**config.mk**
```make
export PLATFORM = sky130hd
export DESIGN_NAME = pipe_ctrl
export DESIGN_NICKNAME = d
export VERILOG_FILES = /design/src/rtl/pipe_ctrl.sv
export SDC_FILE = /design/constraint.sdc
export NUM_CORES = 1
export LEC_CHECK = 0
export CORE_UTILIZATION = 40
export DETAILED_ROUTE_END_ITERATION = 8
export PLACE_DENSITY = 0.69
export SYNTH_ARGS = -nofsm -noshare
export SYNTH_HDL_FRONTEND = slang
export SYNTH_SLANG_ARGS = --single-unit
```
**constraint.sdc**
```tcl
create_clock -name clk -period 2.7 [get_ports clk]
set_input_delay 0.675 -clock clk [delete_from_list [all_inputs] [get_ports clk]]
set_output_delay 0.675 -clock clk [all_outputs]
set_load 0.02 [all_outputs]
```
**src/rtl/pipe_ctrl.sv**
```systemverilog
// Pipeline sequencer: stall arbitration, multi-cycle EX timer,
// exception/ERET flush with redirect PC, and stall watchdog.
module pipe_ctrl #(
  parameter int MC_CNT_W   = 6,
  parameter int WDOG_W     = 16,
  parameter int WDOG_LIMIT = 1000
) (
  input  logic                clk,
  input  logic                rst,
  input  logic                stallreq_if,
  input  logic                stallreq_id,
  input  logic                stallreq_ex,
  input  logic                stallreq_mem,
  input  logic                mc_start,
  input  logic [MC_CNT_W-1:0] mc_len,
  input  logic                except_i,
  input  logic [31:0]         except_vec_i,
  input  logic                eret_i,
  input  logic [31:0]         epc_i,
  output logic [5:0]          stall,
  output logic                flush,
  output logic [31:0]         new_pc,
  output logic                mc_busy,
  output logic [MC_CNT_W-1:0] mc_cnt,
  output logic                mc_done,
  output logic                wdog_timeout
);

  typedef enum logic {
    IDLE,
    FLUSH
  } state_t;

  localparam logic [MC_CNT_W-1:0] MC_ONE = MC_CNT_W'(1);
  localparam logic [MC_CNT_W-1:0] MC_TWO = MC_CNT_W'(2);
  localparam logic [WDOG_W-1:0]   LIMIT  = WDOG_W'(WDOG_LIMIT);

  state_t              state;
  state_t              state_nxt;
  logic [31:0]         pc_q;
  logic [31:0]         pc_nxt;
  logic                flush_c;

  logic                busy_q;
  logic [MC_CNT_W-1:0] cnt_q;
  logic [MC_CNT_W-1:0] last_q;
  logic [MC_CNT_W-1:0] len_eff;
  logic                mc_accept;
  logic                done_c;
  logic                ex_any;

  logic [5:0]          stall_c;
  logic [WDOG_W-1:0]   wd_cnt;
  logic [WDOG_W-1:0]   wd_nxt;
  logic                wd_flag;

  // Flush FSM state and latched redirect target.
  always_ff @(posedge clk or negedge rst) begin
    if (!rst) begin
      state <= IDLE;
      pc_q  <= '0;
    end else begin
      state <= state_nxt;
      pc_q  <= pc_nxt;
    end
  end

  // Flush FSM next state; exception beats ERET, both ignored in FLUSH.
  always_comb begin
    state_nxt = state;
    pc_nxt    = pc_q;
    flush_c   = 1'b0;
    unique case (state)
      IDLE: begin
        if (except_i) begin
          state_nxt = FLUSH;
          pc_nxt    = except_vec_i;
        end else if (eret_i) begin
          state_nxt = FLUSH;
          pc_nxt    = epc_i;
        end
      end
      FLUSH: begin
        flush_c   = 1'b1;
        state_nxt = IDLE;
      end
      default: state_nxt = IDLE;
    endcase
  end

  assign len_eff   = (mc_len < MC_TWO) ? MC_TWO : mc_len;
  assign mc_accept = mc_start & ~busy_q & ~flush_c;
  assign done_c    = busy_q & (cnt_q == last_q) & ~flush_c;
  assign ex_any    = stallreq_ex | mc_accept | (busy_q & ~done_c);

  // Multi-cycle timer: counts elapsed cycles, aborted by flush.
  always_ff @(posedge clk or negedge rst) begin
    if (!rst) begin
      busy_q <= 1'b0;
      cnt_q  <= '0;
      last_q <= '0;
    end else if (flush_c) begin
      busy_q <= 1'b0;
      cnt_q  <= '0;
    end else if (mc_accept) begin
      busy_q <= 1'b1;
      cnt_q  <= MC_ONE;
      last_q <= len_eff - MC_ONE;
    end else if (busy_q) begin
      if (done_c) begin
        busy_q <= 1'b0;
        cnt_q  <= '0;
      end else begin
        cnt_q  <= cnt_q + MC_ONE;
      end
    end
  end

  // Stall arbitration: deepest requesting stage wins.
  always_comb begin
    stall_c = 6'b000000;
    priority case (1'b1)
      flush_c:      stall_c = 6'b000000;
      stallreq_mem: stall_c = 6'b011111;
      ex_any:       stall_c = 6'b001111;
      stallreq_id:  stall_c = 6'b000111;
      stallreq_if:  stall_c = 6'b000011;
      default:      stall_c = 6'b000000;
    endcase
  end

  // Watchdog next count: run while PC held, saturate at all-ones.
  always_comb begin
    wd_nxt = wd_cnt;
    if (flush_c || !stall_c[0]) begin
      wd_nxt = '0;
    end else if (!(&wd_cnt)) begin
      wd_nxt = wd_cnt + 1'b1;
    end
  end

  // Watchdog counter and sticky timeout flag.
  always_ff @(posedge clk or negedge rst) begin
    if (!rst) begin
      wd_cnt  <= '0;
      wd_flag <= 1'b0;
    end else begin
      wd_cnt  <= wd_nxt;
      wd_flag <= wd_flag | (wd_nxt == LIMIT);
    end
  end

  assign stall        = stall_c;
  assign flush        = flush_c;
  assign new_pc       = flush_c ? pc_q : 32'h0;
  assign mc_busy      = busy_q;
  assign mc_cnt       = cnt_q;
  assign mc_done      = done_c;
  assign wdog_timeout = wd_flag;

endmodule

```
Word level (Yosys, flattened, before mapping) --
Cells that the tools add are included.
Operators by class: bitwise logic cells 12, mux-type cells 23, eq/ne operators 2, multipliers 0, shift operators 0, div/mod/pow operators 0, reduce and logical (&&, ||, !) cells 7, order comparisons 1, add/sub/neg operators 3
Operator list (number):
- $mux W32 | 3
- $mux W16 | 2
- $mux W6 | 5
- $add A16 B1 Y16 const B | 1
- $eq A16 B10 Y1 const B | 1
- $reduce_and A16 Y1 | 1
- $mux W5 | 2
- $mux W1 | 7
- $add A6 B1 Y6 const B | 1
- $eq A6 B6 Y1 | 1
- $lt A6 B2 Y1 const B | 1
- $sub A6 B1 Y6 const B | 1
- $and A1 B1 Y1 | 5
- $mux W4 | 1
- $not A1 Y1 | 4
- $reduce_and A2 Y1 | 2
- $mux W3 | 1
- $or A1 B1 Y1 | 3
- $reduce_bool A3 Y1 | 1
- $mux W2 | 1
- $pmux W1 S2 | 1
- $reduce_bool A2 Y1 | 1
- $logic_not A1 Y1 | 1
- $logic_or A1 B1 Y1 | 1
Word-level totals: bits in registers 63, output and inout port bits 48, input port bits 79, bits in writable memories 0, memory bits (read-only) 0, memories kept 0, latch bits 0, logic and storage cells 55

Depth between registers and ports, before layout --
Gate-level depths: netlist (run 1).
depth after elaboration 14, mapped depth 7, gate-level depth less buffers 7

Worst setup path before layout (run 1) --
No wires, ideal clock.
path kind input -> output, from in stallreq_mem, to out stall[1], arrival time 2.032 ns, buffers on the path 3, data required time 2.025 ns, slack -0.007 ns, cell stages on the path 7, cell sequence nor4_1 > and4_1 > a211o_1 > buf_4 > clkbuf_1 > inv_1 > buf_4
Between the ends: cells in the longest elaborated chain, start to end 2
RTL lines:
- from (decl) | RTL line 13 | input logic stallreq_mem,
- $mux W5 (2 in a row) | RTL line 122 | priority case (1'b1)
- to (decl) | RTL line 20 | output logic [5:0] stall,
No other way between the ends.

Final worst setup path (run 1) --
from reg last_q[5], to out stall[2]
Between the ends: cells in the longest elaborated chain, start to end 9
RTL lines:
- from (decl) | RTL line 46 | logic [MC_CNT_W-1:0] last_q;
- from (signal assigned) | RTL line 108 | last_q <= len_eff - MC_ONE;
- $eq A6 B6 Y1 | RTL line 93 | assign done_c = busy_q & (cnt_q == last_q) & ~flush_c;
- $and A1 B1 Y1 (2 in a row) | RTL line 93
- $not A1 Y1 | RTL line 94 | assign ex_any = stallreq_ex | mc_accept | (busy_q & ~done_c);
- $and A1 B1 Y1 | RTL line 94
- $or A1 B1 Y1 | RTL line 94
- $mux W4 | RTL line 122
- $mux W5 (2 in a row) | RTL line 122
No other way between the ends.

==> impl_metrics.env, run 1 <==
export IMPL_area_delta_synth_final_pct=46.2
export IMPL_io_pins=127
export IMPL_dpl_hpwl_mm=7.13
export IMPL_pwr_density_cell_nw_per_um2=586
export IMPL_cp_arrival_ns=2.01
export IMPL_cp_end_kind="output port"
export IMPL_cts_tree="done"
export IMPL_rsz0062_at_grt="yes"
export IMPL_drc=0
export IMPL_wl_per_cell_um=14.9
export IMPL_ys_async_sr_fraction=1.00
export IMPL_grt_pass1_vias=3349
export IMPL_status="finished, final reports clean"
export IMPL_setup_tns_ns=0
export IMPL_syn_avg_cell_area_um2=9.29
export IMPL_yosysSeqAreaShare=0.426
export IMPL_drv_cap=0
export IMPL_yosysUniqueCellTypes=60
export IMPL_clk_pin_slew_ns=0.07
export IMPL_finalCriticalPeriod_ns=2.69
export IMPL_ctsLongestPathBuffers=2
export IMPL_ys_flop_type="dfrtp_1"
export IMPL_grt_overflow=0
export IMPL_worstPathRequired_ns=2.03
export IMPL_period_share=0.995
export IMPL_r2r_end="wdog_timeout"
export IMPL_startpoint_type="flop"
export IMPL_finalNetCount=611
export IMPL_fmax_mhz=372
export IMPL_ctsHtreeMaxLevel=3
export IMPL_final_util=0.612
export IMPL_ir_worst_vdd_mv=0.215
export IMPL_clock_latency_ns=0.34
export IMPL_vias_per_cell=5.20
export IMPL_drive_above_1_share=0.120
export IMPL_num_vias=3339
export IMPL_fin_skew_ns=0.00782
export IMPL_grt_usage=0.210
export IMPL_wl_mm=9.59
export IMPL_start_util=0.419
export IMPL_r2r_start="wd_cnt[1]"
export IMPL_synth_edff_count=0
export IMPL_r2r_setup_slack_ns=0.46
export IMPL_hold_buffers=0
export IMPL_drt_pass1_iterations=4
export IMPL_rows=34
export IMPL_port_buffers=125
export IMPL_syn_inst=399
export IMPL_yosysWarnings=0
export IMPL_ys_ff_latch=63
export IMPL_die_area_um2=9650
export IMPL_die_w_um=98.2
export IMPL_tightest_slew_ns=0.595
export IMPL_cp_max_fo=2
export IMPL_core_area_um2=8850
export IMPL_hold_viol=0
export IMPL_syn_nets=481
export IMPL_reg2regPathDepth=6
export IMPL_diodes=0
export IMPL_antenna_found_initial=0
export IMPL_slew_violations=0
export IMPL_cts_buffers=9
export IMPL_slew_headroom=0.600
export IMPL_die_height_um=98.2
export IMPL_min_path_type="input pin to asynchronous set/reset pin"
export IMPL_cts_sinks=63
export IMPL_grt_start_max_net_pins=66
export IMPL_grt_pass1_wl_mm=15.9
export IMPL_p_leak_nw=2.33
export IMPL_gp_congestion=0.826
export IMPL_critPathKind="flop to output port"
export IMPL_p_total_w=0.00317
export IMPL_setup_viol=0
export IMPL_netlist_area_um2=3700
export IMPL_first_iter_violations=96
export IMPL_antenna_left=0
export IMPL_cts_root_buf="clkbuf_8"
critical path, stage by stage, from the launching register on:
cell	delay, ns
dfrtp_1	0.39
xor2_1	0.18
nor4_2	0.33
nand2_1	0.17
a2111oi_4	0.34
a21oi_1	0.11
buf_2	0.16
kinds of logic (layout without fill, tap and decap cells):
kind of cell | Yosys count | count (layout) | synth area share
AOI/OAI and AO/OA | 80 | 80 | 0.130
xor gates and xnor gates | 17 | 17 | 0.0402
adders and majority gates | 3 | 3 | 0.0101
buffers and inverters | 35 | 170 | 0.0490
DFF | 63 | 63 | 0.426
muxes | 36 | 36 | 0.0976
other | 1 | 1 | 0.00101
and+or+nand+nor | 164 | 164 | 0.246
cell type report:
| cell class | instances | area, um2 |
|---|---|---|
| Clock buffer | 11 | 151 |
| Sequential cell | 63 | 1580 |
| Timing Repair Buffer | 147 | 1440 |
| Inverter | 7 | 26.3 |
| Clock inverter | 5 | 104 |
| Tap cell | 108 | 135 |
| Fill cell | 783 | 3430 |
| Multi-Input combinational cell | 301 | 1990 |
synthesized netlist by cell type (all sizes together) (2+ instances only):
cell	number	area [um2]
a21o	2	15.0
nand2	45	169
and3	4	25.0
nand4	6	58.8
nand2b	3	18.8
dfrtp	63	1580
a22o	2	17.5
clkbuf	17	63.8
nor4	8	62.6
o21bai	3	22.5
a211o	2	17.5
and4	5	47.6
and2	34	213
o21ai	43	215
or2	2	12.5
mux2i	35	350
xor2	10	87.6
buf	11	91.3
nor2b	3	18.8
xnor2	7	61.3
a211oi	3	22.5
inv	7	26.3
or3	6	43.8
ha	3	37.5
nor3	10	50.1
a21oi	12	60.1
nand3	6	40.0
nor2	25	93.8
nor3b	2	15.0
worst max path at each step:
stage                          end  depth (start not counted)          from
after floorplan           stall[2]                          5     mc_cnt[4]
after global placement    stall[0]                          6  stallreq_mem
after detailed placement  stall[1]                          6  stallreq_mem
after CTS                 stall[2]                          6     last_q[0]
after global routing      stall[2]                          6     last_q[5]
final                     stall[2]                          6     last_q[5]
registers in the layout, indices dropped and copies added, names as in the netlist:
signal        count
wdog_timeout      1
wd_cnt           16
state             1
pc_q             32
last_q            6
mc_busy           1
mc_cnt            6
metrics by stage:
| stage | instance area, um2 | worst slack (ns) | std cells | hold WS [ns] |
|---|---|---|---|---|
| CTS | 5390 | -0.0626 | 641 | 0.342 |
| finish | 5420 | 0.0141 | 642 | 0.328 |
| detailed placement | 5120 | -0.454 | 624 | 0.463 |
| floorplan | 3710 | 0.0864 | 399 | 0.379 |
| global placement | 5120 | -0.465 | 624 | 0.453 |
| global route | 5420 | -0.0928 | 642 | 0.362 |
power breakdown:
group	switching (W)	total, W	internal (W)
combinational	0.000453	0.000929	0.000476
sequential	0.000113	0.00121	0.00109
clock	0.000374	0.00104	0.000664
routing by layer:
metal,up-vias,share of wire,global-route usage
li1,1666,-,-
met5,-,0,0
met4,0,0.015,0.0792
met1,1558,0.44,0.271
met2,104,0.47,0.335
met3,11,0.076,0.0594
cell usage in the layout, fill, tap and decap left out, types with 4 or more instances in the layout:
cell	instances
clkdlybuf4s50_1	114
buf_4	23
clkbuf_8	11
nor4_1	5
nand4_1	4
xor2_1	10
and2_1	34
inv_1	6
nand2_1	45
a21oi_1	12
o21ai_0	43
and3_1	4
nor2_1	25
nor3_1	10
nand3_1	4
or3_1	4
mux2i_1	35
xnor2_1	7
dfrtp_1	63
timing repair:
action                                 in CTS  in global routing
setup endpoints to repair                   5                  5
pin swaps                                   6                  7
setup buffers                               1                  1
gates resized for setup                    26                  7
endpoints found under the hold margin       0                  0
(Power assumes the default switching activity.)
==> inputs of run 2 (changes only) <==
--- a/config.mk
+++ b/config.mk
@@ -5,6 +5,7 @@
 export SDC_FILE = /design/constraint.sdc
 export NUM_CORES = 1
 export LEC_CHECK = 0
+export CAP_MARGIN = 5
 export CORE_UTILIZATION = 40
 export DETAILED_ROUTE_END_ITERATION = 8
 export PLACE_DENSITY = 0.69
==> results of run 2 <==
No change in the layout: final DEF, timing and power equal those of run 1.
==> inputs of run 3 (changes only) <==
--- a/config.mk
+++ b/config.mk
@@ -6,9 +6,11 @@
 export NUM_CORES = 1
 export LEC_CHECK = 0
 export CAP_MARGIN = 5
-export CORE_UTILIZATION = 40
+export CELL_PAD_IN_SITES_DETAIL_PLACEMENT = 1
+export CELL_PAD_IN_SITES_GLOBAL_PLACEMENT = 1
+export CORE_UTILIZATION = 34
 export DETAILED_ROUTE_END_ITERATION = 8
-export PLACE_DENSITY = 0.69
+export PLACE_DENSITY = 0.78
 export SYNTH_ARGS = -nofsm -noshare
 export SYNTH_HDL_FRONTEND = slang
 export SYNTH_SLANG_ARGS = --single-unit
==> impl_metrics.env, run 3 (synthesized netlist as in run 1, its figures left out) <==
export IMPL_worst_slack_ns=0.0267
export IMPL_ctsLongestPathBuffers=2
export IMPL_cts_tree="done"
export IMPL_worstPathCellList="xor2_1 > nor4_2 > nand2_1 > a2111oi_4 > a21oi_1 > buf_2"
export IMPL_status="finished, final reports clean"
export IMPL_cp_arrival_ns=2.00
export IMPL_io_pins=127
export IMPL_cts_root_buf="clkbuf_8"
export IMPL_final_common_cell="clkdlybuf4s50_1"
export IMPL_ir_worst_vdd_mv=0.280
export IMPL_fin_skew_ns=0.00874
export IMPL_finalCriticalPeriod_ns=2.67
export IMPL_reg_top3="pc_q (32), wd_cnt (16)"
export IMPL_cp_end_kind="output port"
export IMPL_critPathTopFamily="simple AND/OR/NAND/NOR gates"
export IMPL_grt_start_max_net_pins=66
export IMPL_setup_viol=0
export IMPL_fmax_mhz=374
export IMPL_wl_met2_mm=5.33
export IMPL_antenna_found_initial=0
export IMPL_p_total_w=0.00312
export IMPL_clock_latency_ns=0.35
export IMPL_p_leak_nw=2.30
export IMPL_pwr_density_cell_nw_per_um2=573
export IMPL_slew_headroom=0.609
export IMPL_largest_register_ffs=32
export IMPL_rsz0062_at_grt="yes"
export IMPL_antenna_left=0
export IMPL_core_area_um2=10500
export IMPL_drv_cap=0
export IMPL_met3WireLength_um=903
export IMPL_area_delta_synth_final_pct=46.8
export IMPL_rows=37
export IMPL_die_area_um2=11300
export IMPL_critPathKind="flop to output port"
export IMPL_cts_buffers=9
export IMPL_diodes=0
export IMPL_cts_sinks=63
export IMPL_drt_pass1_iterations=4
export IMPL_startpoint_type="flop"
export IMPL_grt_pass1_wl_mm=18.3
export IMPL_grt_overflow=0
export IMPL_wl_per_cell_um=16.5
export IMPL_tightest_slew_ns=0.583
export IMPL_final_cell_mix="114 x clkdlybuf4s50_1, 62 x dfrtp_1, 45 x nand2_1"
export IMPL_start_util=0.354
export IMPL_cp_slowest_cell="dfrtp_1"
export IMPL_die_w_um=106
export IMPL_port_buffers=125
export IMPL_period_share=0.990
export IMPL_holdWs_ns=0.304
export IMPL_slowest_delay_ns=0.40
export IMPL_slew_violations=0
export IMPL_finalNetCount=611
export IMPL_grt_pass1_vias=3718
export IMPL_grt_usage=0.209
export IMPL_critPathBufInv=1
export IMPL_routed_top_layer="met4"
export IMPL_min_path_type="input pin to asynchronous set/reset pin"
export IMPL_cp_max_fo=2
export IMPL_worstPathRequired_ns=2.03
export IMPL_drc=0
export IMPL_first_iter_violations=89
export IMPL_wl_mm=11.1
export IMPL_clk_pin_slew_ns=0.07
export IMPL_gp_congestion=0.777
export IMPL_dpl_hpwl_mm=8.37
export IMPL_hold_viol=0
export IMPL_drive_above_1_share=0.124
export IMPL_num_vias=3440
export IMPL_met1_length_mm=4.60
export IMPL_vias_per_cell=5.14
export IMPL_ctsHtreeMaxLevel=3
export IMPL_dp_slack_ns=-0.594
export IMPL_hold_buffers=0
export IMPL_top_register="pc_q"
export IMPL_die_height_um=106
-- run 3: cell types whose count changed in the layout (fill, tap and decap cells not counted), sizes merged --
cell	previous run	this run
dlymetal6s2s	3	0
dlygate4sd2	1	4
bufinv	3	2
clkbuf	11	12
clkinv	2	1
-- run 3: layout make-up --
class                   count  area, um2
repair buffers            147       1430
clock inverters             3       65.1
inverters                   7       26.3
fillers                  1217       5020
clock buffers              12        165
flip-flops and latches     63       1580
well taps                 136        170
multi-input cells         301       2000
-- run 3: through the flow --
step           TNS [ns]  area (um2)  std cells   util
4_1_cts               0        5410        668  0.517
2_1_floorplan         0        3710        399      -
3_5_place_dp      -2.05        5150        651  0.492
6_report              0        5440        669  0.520
5_1_grt          -0.316        5440        669  0.520
3_3_place_gp      -1.87        5150        651  0.492
-- run 3: path summary, 6_finish.rpt --
path                                 from            to  slack [ns]  depth (start not counted)
worst max-delay path            last_q[5]      stall[2]        0.03                          6
worst min-delay path                  rst     mc_cnt[3]        0.30                          1
worst max register to register  wd_cnt[0]  wdog_timeout        0.38                          6
worst min register to register   pc_q[15]      pc_q[15]        0.47                          2
max in group asynchronous             rst         state        1.77                          2
min in group clk                 pc_q[15]      pc_q[15]        0.47                          2
-- run 3: timing repair --
| action | 4_1_cts | 5_1_grt |
|---|---|---|
| setup endpoints to repair | 24 | 5 |
| pin swaps | 6 | 3 |
| hold endpoints to repair | 0 | 0 |
| setup buffers | 2 | 2 |
| resized for setup | 34 | 5 |
-- run 3: per-layer routing --
layer | up-vias | global-route usage
li1 | 1658 | -
met1 | 1660 | 0.245
met2 | 103 | 0.341
met3 | 19 | 0.0828
met4 | 0 | 0.0823
met5 | - | 0
-- run 3: power by group --
group	internal [W]	total (W)	switching (W)
Sequential	0.00110	0.00122	0.000122
Combinational	0.000482	0.000953	0.000471
Clock	0.000589	0.000949	0.000360
Total	0.00217	0.00312	0.000952
-- run 3: worst reg2reg max path: cells and delay by family, from the launching register on --
| family | cells | cell delay, ns |
|---|---|---|
| adder cells (fa/ha/maj) | 1 | 0.27 |
| flip-flops | 1 | 0.47 |
| AO/OA/AOI/OAI | 2 | 0.38 |
| multiplexers | 1 | 0.29 |
| AND/OR/NAND/NOR | 2 | 0.86 |
